$ cat src/rtl/ipr_arb_pkg.sv
// ipr_arb_pkg
// Shared types for the IPR read/write arbiter.
//   ipr_port_e                   : identifies the requesting port (read or write)
//   IPR_MAX_OUTSTANDING_DEFAULT  : default depth of the in-flight ID FIFO
//   other_port()                 : returns the port that is not the argument

package ipr_arb_pkg;

    typedef enum logic {
        PORT_RD = 1'b0,
        PORT_WR = 1'b1
    } ipr_port_e;

    localparam int unsigned IPR_MAX_OUTSTANDING_DEFAULT = 4;

    function automatic ipr_port_e other_port(input ipr_port_e p);
        return (p == PORT_RD) ? PORT_WR : PORT_RD;
    endfunction

endpackage

$ cat src/rtl/ipr_id_fifo.sv
// ipr_id_fifo
// In-order FIFO of port IDs, one entry per accepted-but-unanswered memory
// transaction. The head tells the arbiter which port owns the next response.
// Ports:
//   clk, rst          : clock, synchronous active-high reset
//   push, push_id     : enqueue push_id (ignored when full)
//   pop               : dequeue the head (ignored when empty)
//   head              : registered head entry (valid when !empty)
//   full, empty, cnt  : occupancy status, all derived from registered state

module ipr_id_fifo
    import ipr_arb_pkg::*;
#(
    parameter int unsigned DEPTH = IPR_MAX_OUTSTANDING_DEFAULT,
    localparam int unsigned PW   = $clog2(DEPTH),
    localparam int unsigned CW   = $clog2(DEPTH) + 1
) (
    input  logic          clk,
    input  logic          rst,
    input  logic          push,
    input  ipr_port_e     push_id,
    input  logic          pop,
    output ipr_port_e     head,
    output logic          full,
    output logic          empty,
    output logic [CW-1:0] cnt
);

    ipr_port_e     mem_q [DEPTH];
    ipr_port_e     mem_d [DEPTH];
    logic [PW-1:0] wr_ptr_q, wr_ptr_d;
    logic [PW-1:0] rd_ptr_q, rd_ptr_d;
    logic [CW-1:0] cnt_q, cnt_d;
    logic          do_push;
    logic          do_pop;

    assign full  = (cnt_q == CW'(DEPTH));
    assign empty = (cnt_q == '0);
    assign cnt   = cnt_q;
    assign head  = mem_q[rd_ptr_q];

    assign do_push = push & ~full;
    assign do_pop  = pop & ~empty;

    // DEPTH is a power of two, so pointer wrap is the natural overflow.
    always_comb begin
        mem_d    = mem_q;
        wr_ptr_d = wr_ptr_q;
        rd_ptr_d = rd_ptr_q;
        cnt_d    = cnt_q;
        if (do_push) begin
            mem_d[wr_ptr_q] = push_id;
            wr_ptr_d        = wr_ptr_q + PW'(1);
        end
        if (do_pop) begin
            rd_ptr_d = rd_ptr_q + PW'(1);
        end
        // Simultaneous push and pop leaves the occupancy unchanged.
        case ({do_push, do_pop})
            2'b10:   cnt_d = cnt_q + CW'(1);
            2'b01:   cnt_d = cnt_q - CW'(1);
            default: cnt_d = cnt_q;
        endcase
    end

    always_ff @(posedge clk) begin
        if (rst) begin
            for (int i = 0; i < int'(DEPTH); i++) begin
                mem_q[i] <= PORT_RD;
            end
            wr_ptr_q <= '0;
            rd_ptr_q <= '0;
            cnt_q    <= '0;
        end else begin
            mem_q    <= mem_d;
            wr_ptr_q <= wr_ptr_d;
            rd_ptr_q <= rd_ptr_d;
            cnt_q    <= cnt_d;
        end
    end

endmodule

$ cat src/rtl/ipr_rw_arbiter.sv
// ipr_rw_arbiter
// Shares one OBI-style memory slave port between the IPR read port and the
// IPR write port. Round-robin arbitration, with a lock that holds an offered
// but ungranted request on the bus until it is granted. Responses are routed
// back in order using an ID FIFO.
// Ports:
//   clk, rst                                   : clock, synchronous active-high reset
//   rd_req/rd_addr/rd_be/rd_we                 : read-port request (rd_we ignored)
//   rd_gnt/rd_rvalid/rd_rdata                  : read-port grant and response
//   wr_req/wr_addr/wr_wdata/wr_be/wr_we        : write-port request (wr_we ignored)
//   wr_gnt/wr_rvalid/wr_rdata                  : write-port grant and response
//   mem_req/mem_addr/mem_wdata/mem_we/mem_be   : downstream request
//   mem_gnt/mem_rvalid/mem_rdata               : downstream grant and response
//   err                                        : pulse on a response with nothing outstanding
//
// Handshake: a transfer is accepted in the cycle where req and gnt are both
// high. Once req is raised it must stay high, with stable attributes, until
// gnt; rvalid carries exactly one response per accepted transfer, in order,
// no earlier than the cycle after acceptance.

module ipr_rw_arbiter
    import ipr_arb_pkg::*;
#(
    parameter int unsigned MAX_OUTSTANDING = IPR_MAX_OUTSTANDING_DEFAULT
) (
    input  logic        clk,
    input  logic        rst,

    input  logic        rd_req,
    input  logic [31:0] rd_addr,
    input  logic [3:0]  rd_be,
    input  logic        rd_we,
    output logic        rd_gnt,
    output logic        rd_rvalid,
    output logic [31:0] rd_rdata,

    input  logic        wr_req,
    input  logic [31:0] wr_addr,
    input  logic [31:0] wr_wdata,
    input  logic [3:0]  wr_be,
    input  logic        wr_we,
    output logic        wr_gnt,
    output logic        wr_rvalid,
    output logic [31:0] wr_rdata,

    output logic        mem_req,
    output logic [31:0] mem_addr,
    output logic [31:0] mem_wdata,
    output logic        mem_we,
    output logic [3:0]  mem_be,
    input  logic        mem_gnt,
    input  logic        mem_rvalid,
    input  logic [31:0] mem_rdata,

    output logic        err
);

    localparam int unsigned CW = $clog2(MAX_OUTSTANDING) + 1;

    // Arbitration state
    ipr_port_e prio_q, prio_d;
    logic      lock_q, lock_d;
    ipr_port_e lock_sel_q, lock_sel_d;

    // Per-cycle decisions
    ipr_port_e sel;
    logic      sel_req;
    logic      full;
    logic      accept;
    logic      pop;

    // ID FIFO interface
    ipr_port_e     fifo_head;
    logic          fifo_full;
    logic          fifo_empty;
    logic [CW-1:0] fifo_cnt;

    // The per-port we inputs carry no information: direction is fixed by port.
    logic unused_inputs;
    assign unused_inputs = ^{rd_we, wr_we, fifo_full};

    // Full uses registered occupancy only; a pop this cycle does not free a slot.
    assign full = (fifo_cnt == CW'(MAX_OUTSTANDING));

    always_comb begin
        sel = prio_q;
        if (lock_q) begin
            sel = lock_sel_q;
        end else if (rd_req && !wr_req) begin
            sel = PORT_RD;
        end else if (wr_req && !rd_req) begin
            sel = PORT_WR;
        end
    end

    assign sel_req = (sel == PORT_WR) ? wr_req : rd_req;
    assign mem_req = sel_req & ~full & ~rst;
    assign accept  = mem_req & mem_gnt;

    assign rd_gnt = accept & (sel == PORT_RD);
    assign wr_gnt = accept & (sel == PORT_WR);

    assign mem_addr  = (sel == PORT_WR) ? wr_addr  : rd_addr;
    assign mem_be    = (sel == PORT_WR) ? wr_be    : rd_be;
    assign mem_wdata = (sel == PORT_WR) ? wr_wdata : 32'h0;
    assign mem_we    = (sel == PORT_WR);

    // Response routing: owner comes from the registered FIFO head.
    assign pop       = mem_rvalid & ~fifo_empty & ~rst;
    assign rd_rvalid = pop & (fifo_head == PORT_RD);
    assign wr_rvalid = pop & (fifo_head == PORT_WR);
    assign rd_rdata  = mem_rdata;
    assign wr_rdata  = mem_rdata;
    assign err       = mem_rvalid & fifo_empty & ~rst;

    always_comb begin
        prio_d     = prio_q;
        lock_d     = lock_q;
        lock_sel_d = lock_sel_q;

        if (accept) begin
            prio_d = other_port(sel);
        end

        // While locked, sel is the locked port, so ~sel_req means it withdrew
        // its request; that is the only way out of a lock besides a grant.
        if (lock_q && !sel_req) begin
            lock_d = 1'b0;
        end else if (accept) begin
            lock_d = 1'b0;
        end else if (mem_req && !mem_gnt) begin
            lock_d     = 1'b1;
            lock_sel_d = sel;
        end
    end

    always_ff @(posedge clk) begin
        if (rst) begin
            prio_q     <= PORT_RD;
            lock_q     <= 1'b0;
            lock_sel_q <= PORT_RD;
        end else begin
            prio_q     <= prio_d;
            lock_q     <= lock_d;
            lock_sel_q <= lock_sel_d;
        end
    end

    ipr_id_fifo #(
        .DEPTH (MAX_OUTSTANDING)
    ) u_id_fifo (
        .clk     (clk),
        .rst     (rst),
        .push    (accept),
        .push_id (sel),
        .pop     (pop),
        .head    (fifo_head),
        .full    (fifo_full),
        .empty   (fifo_empty),
        .cnt     (fifo_cnt)
    );

endmodule

$ cat config.mk
export PLATFORM = sky130hd
export DESIGN_NAME = ipr_rw_arbiter
export DESIGN_NICKNAME = d
export VERILOG_FILES = /design/src/rtl/ipr_arb_pkg.sv /design/src/rtl/ipr_id_fifo.sv /design/src/rtl/ipr_rw_arbiter.sv
export SDC_FILE = /design/constraint.sdc
export NUM_CORES = 1
export LEC_CHECK = 0
export CAP_MARGIN = 30
export CORE_AREA = 2 2 109 111
export DETAILED_ROUTE_END_ITERATION = 6
export DIE_AREA = 0 0 111 113
export PLACE_DENSITY = 0.65
export SYNTH_ARGS = -nofsm -noshare
export SYNTH_HDL_FRONTEND = slang
export SYNTH_HIERARCHICAL = 1
export SYNTH_SLANG_ARGS = --single-unit
$ cat constraint.sdc
create_clock -name clk -period 3.6 [get_ports clk]
set_clock_uncertainty 0.15 [all_clocks]
set_input_delay 0.72 -clock clk [delete_from_list [all_inputs] [get_ports clk]]
set_output_delay 0.72 -clock clk [all_outputs]
set_load 0.01 [all_outputs]
; After elaboration in Yosys (flattened, before gate mapping)
; Cells that the tools add are included.
[totals]
word_cells = 70
regBits = 14
[classes]
bitwise = 22
order_cmp = 3
n_mux = 15
reduce_logical = 13
eq_ne = 3
n_addsub = 4
[ops]
columns = operator, count
row1 = two-way mux 32 bit, 2
row2 = bitwise AND 1 bit, 13
row3 = two-way mux 1 bit, 8
row4 = inverter 1 bit, 7
row5 = "greater-or-equal comparator 3 bit, second input constant", 2
row6 = inverter 2 -> 3 bit, 2
row7 = case mux 3 bit (2 select lines), 1
row8 = logical AND 1 bit, 5
row9 = "adder 2 x 1 -> 2 bit, second input constant", 2
row10 = bitwise mux 4 bit, 1
row11 = logical NOT 1 bit, 4
row12 = two-way mux 4 bit, 1
row13 = "adder 3 x 1 -> 3 bit, second input constant", 1
row14 = "equality test 3 bit, second input constant", 1
row15 = logical NOT 3 bit, 1
row16 = "less-than comparator 3 x 1 -> 1 bit, second input constant", 1
row17 = AND reduction 3 bit, 1
row18 = OR reduction 3 bit, 1
row19 = "subtractor 3 x 1 -> 3 bit, second input constant", 1
row20 = binary-select mux 1 bit (select 2 bit), 1
row21 = demux 1 bit (select 2 bit), 1
row22 = "equality test 2 x 1 -> 1 bit, second input constant", 1
row23 = "equality test 2 bit, second input constant", 1
row24 = nonzero test 2 bit, 1

; Depth between registers and ports, before layout
[logic_depth]
depth_word = 12
ltp_mapped = 12
depth_no_buf = 12

; Cells and area by module
; Netlist, hierarchy kept.
[modules_own_cells]
columns = mod, area_each_um2, n_inst, cells_per_inst, seq_area_each_um2
row1 = ipr_rw_arbiter, 1376.3, 1, 170, 60.1
row2 = ipr_id_fifo, 606.8, 1, 65, 220.2

; Least setup slack after synthesis
; Ideal clock, no wire load.
[synth_path]
path_kind = input-to-reg
start = input wr_req
end = register u_id_fifo.cnt_q[2], in the netlist u_id_fifo/cnt[2]
n_path_buf = 0
arrival_time_ns = 2.712
path_stages = 12
slack_ns = 0.668
cell_sequence = mux2i_1 > a2111oi_4 > nand2_1 > inv_1 > and2_4 > inv_1 > ha_1 > inv_1 > fa_1 > xor2_1 > or3_1 > a21oi_1
[synth_via]
elab_chain_len = 11
[synth_lines]
columns = element, line
row1 = from (decl), ipr_rw_arbiter.sv:37  ; input logic wr_req,
row2 = logical AND 1 bit or logical NOT 1 bit (tied branches), "ipr_rw_arbiter.sv:91, ipr_rw_arbiter.sv:89"
row3 = two-way mux 1 bit or logical AND 1 bit (tied branches), "ipr_rw_arbiter.sv:91, ipr_rw_arbiter.sv:89"
row4 = two-way mux 1 bit, ipr_rw_arbiter.sv:89  ; end else if (rd_req && !wr_req) begin
row5 = two-way mux 1 bit, ipr_rw_arbiter.sv:87  ; if (lock_q) begin
row6 = two-way mux 1 bit (*), ipr_rw_arbiter.sv:96  ; assign sel_req = (sel == PORT_WR) ? wr_req : rd_req;
row7 = bitwise AND 1 bit (*) (2 in a row), ipr_rw_arbiter.sv:97  ; assign mem_req = sel_req & ~full & ~rst;
row8 = net mem_req, ipr_rw_arbiter.sv:46  ; output logic mem_req,
row9 = bitwise AND 1 bit (*), ipr_rw_arbiter.sv:98  ; assign accept = mem_req & mem_gnt;
row10 = net accept, ipr_rw_arbiter.sv:69  ; logic accept;
row11 = bitwise AND 1 bit (*), ipr_id_fifo.sv:42  ; assign do_push = push & ~full;
row12 = equality test 2 x 1 -> 1 bit or equality test 2 bit (tied branches), ipr_id_fifo.sv:59  ; case ({do_push, do_pop})
row13 = case mux 3 bit (2 select lines) or nonzero test 2 bit (tied branches), n/a
row14 = to (signal assigned), ipr_id_fifo.sv:78  ; cnt_q <= cnt_d;
row15 = to (decl), ipr_id_fifo.sv:33  ; logic [CW-1:0] cnt_q, cnt_d;
; The timed path passes the listed nets; every way through them passes the cells marked *.
; A chain may end at the register's enable or synchronous reset.

; Worst setup path after layout
[layout_path]
start = input wr_req
end = output mem_addr[22]
[layout_via]
elab_chain_len = 5
[layout_lines]
columns = element, line
row1 = logical AND 1 bit or logical NOT 1 bit (tied branches), "ipr_rw_arbiter.sv:91, ipr_rw_arbiter.sv:89"
row2 = two-way mux 1 bit or logical AND 1 bit (tied branches), "ipr_rw_arbiter.sv:91, ipr_rw_arbiter.sv:89"
row3 = two-way mux 1 bit (*), ipr_rw_arbiter.sv:89
row4 = two-way mux 1 bit (*), ipr_rw_arbiter.sv:87
row5 = two-way mux 32 bit (*), ipr_rw_arbiter.sv:103  ; assign mem_addr = (sel == PORT_WR) ? wr_addr : rd_addr;
row6 = to (decl), ipr_rw_arbiter.sv:47  ; output logic [31:0] mem_addr,
; Mark *: on every way between the ends. The rest lies on a longest branch, timed or not.

==> impl_metrics.ini <==
[status]
outcome = finished, final reports clean

[pwr]
p_total_uw = 780
peakVddDrop_uv = 79.8
powerDensity_nw_per_um2 = 210
p_leak_nw = 1.98

[routing]
routed_wl_mm = 8.39
dr.pass1.iters = 4
first_iter_violations = 60
via_count = 2029
drc = 0
avgRoutedWirePerCell_microns = 16.6
viasPerCell = 4.01
ant_nets = 0

[floorplan]
ios = 283
initial_utilization_pct = 17.6
rows = 39
die_w_microns = 111
die_area_sq_um = 12500
core_sq_um = 11300
die_h_microns = 113

[clocking]
cts.sinks = 14
clkTransAtPathRegs_ns = 0.04
htree_levels = 1
cts_inserted_buffers = 3
cts_root_buffer = clkbuf_16
cts_buffer_depth = 2
cts_tree = yes
insertion_delay_ns = 0.24
ctsHoldBuffers = 0

[sta]
setup_violations = 0
slew_viol_final = 0
hold_viol = 0
fin_crit_ns = 3.49
slew_headroom_pct = 63.8
fin_ws_ns = 0.110
fin_crit_sh_pct = 96.9
worst-slew-pin-transition_ns = 0.543
clock.fmax_mhz = 287
finalSetupTns_ns = 0
hold_ws_ns = 0.330

[global_routing]
grtUsageTotal_pct = 12.6
grt_pass1_vias = 2168
grt_max_degree = 35
grt_pass1_wl_mm = 12.4
gr-total-overflow = 0
antenna_found_initial = 0

[cells_and_area]
final_nets = 515
drive_gt1_share_pct = 16.5
antennaDiodeCount = 0
area_growth_pct = 88.1

[min_path]
hold_class = reg2reg

[worst_setup_path]
critPathMaxFanout = 20
arrival_ns = 2.62
crit_type = in2out
cp-end-kind = primary output
cp.required_ns = 2.73
start_kind = input pin

[job]
maxCapViolCount = 0

[logic_synthesis]
syn_nets = 384
yosys_warnings = 6
netlist_instances = 234
syn_area_sq_um = 1980
synth_area_per_cell_sq_um = 8.46

[place]
port_buffers = 184
dp_hpwl_mm = 7.23
place_ws_ns = -0.137
place.gp.congestion = 0.724
-- what timing repair did --
| action | in CTS | in global routing |
|---|---|---|
| resized for setup | 43 | 30 |
| pin swaps | 2 | 1 |
| buffers inserted | 1 | 2 |
| endpoints found under the setup margin | 64 | 28 |
| endpoints found under the hold margin | 0 | 0 |
-- stage by stage --
stage / instances / instance area (sq um) / utilization [%]
detailed placement: 500 / 3600 / 31.9
global route: 506 / 3720 / 33.0
CTS: 504 / 3630 / 32.2
global placement: 500 / 3600 / 31.9
floorplan: 234 / 1980 / -
finish: 506 / 3720 / 33.0
-- critical path: stages --
cell	delay, ns
clkdlybuf4s50_1	0.43
nor2b_2	0.17
o211ai_1	0.23
and2_4	0.23
buf_12	0.17
mux2_2	0.37
dlygate4sd2_1	0.29
-- placed cells by master, fill, tap and decap left out, drive strengths merged --
cell,n
a2111oi,2
a21bo,1
a21oi,5
a311oi,1
and2,35
and3b,1
buf,15
clkbuf,3
clkdlybuf4s50,113
dfxtp,14
dlygate4sd2,42
dlymetal6s2s,29
fa,1
ha,5
inv,12
mux2,37
mux2i,6
mux4,1
nand2,3
nand2b,6
nand3,4
nand4,1
nand4b,1
nor2,9
nor2b,2
nor3,1
nor3b,2
o211ai,1
o21ai,2
o31ai,2
or3,2
or3b,1
xor2,3
-- layout make-up --
type	count	area [sq um]
Inverter	12	45.0
Fill cell	1157	7550
Sequential cell	14	280
Multi-Input combinational cell	135	1130
Timing Repair Buffer	199	2010
Clock buffer	3	75.1
Tap cell	143	179
-- per-layer routing --
layer	vias to the layer above	part of all wire (%)	global-route usage, %
met2	122	53	24.3
met1	919	33	12.4
li1	964	-	-
met4	0	3.6	5.58
met3	24	9.8	3.86
met5	-	0	0
-- path summary, 6_finish.rpt --
| path | start | end | slack (ns) | depth (start not counted) |
|---|---|---|---|---|
| setup reg to reg | u_id_fifo/cnt[2] | u_id_fifo/cnt[2] | 0.77 | 12 |
| setup / recovery | wr_req | mem_addr[22] | 0.11 | 7 |
| hold / removal | u_id_fifo/mem_q[3] | u_id_fifo/mem_q[3] | 0.33 | 2 |
| hold reg to reg | u_id_fifo/mem_q[3] | u_id_fifo/mem_q[3] | 0.33 | 2 |
-- flip-flops by register name, indices dropped and copies added, names as in the netlist --
| register | flops |
|---|---|
| lock_q | 1 |
| u_id_fifo/rd_ptr_q | 2 |
| u_id_fifo/wr_ptr_q | 2 |
| prio_q | 1 |
| lock_sel_q | 1 |
| u_id_fifo/mem_q | 4 |
| u_id_fifo/cnt | 3 |
-- power breakdown --
| part | internal [mW] | total (mW) | switching [mW] |
|---|---|---|---|
| logic | 0.265 | 0.413 | 0.147 |
| clock network | 0.145 | 0.200 | 0.0559 |
| registers | 0.161 | 0.167 | 0.00617 |
| total | 0.571 | 0.780 | 0.209 |
(Power assumes the default switching activity.)
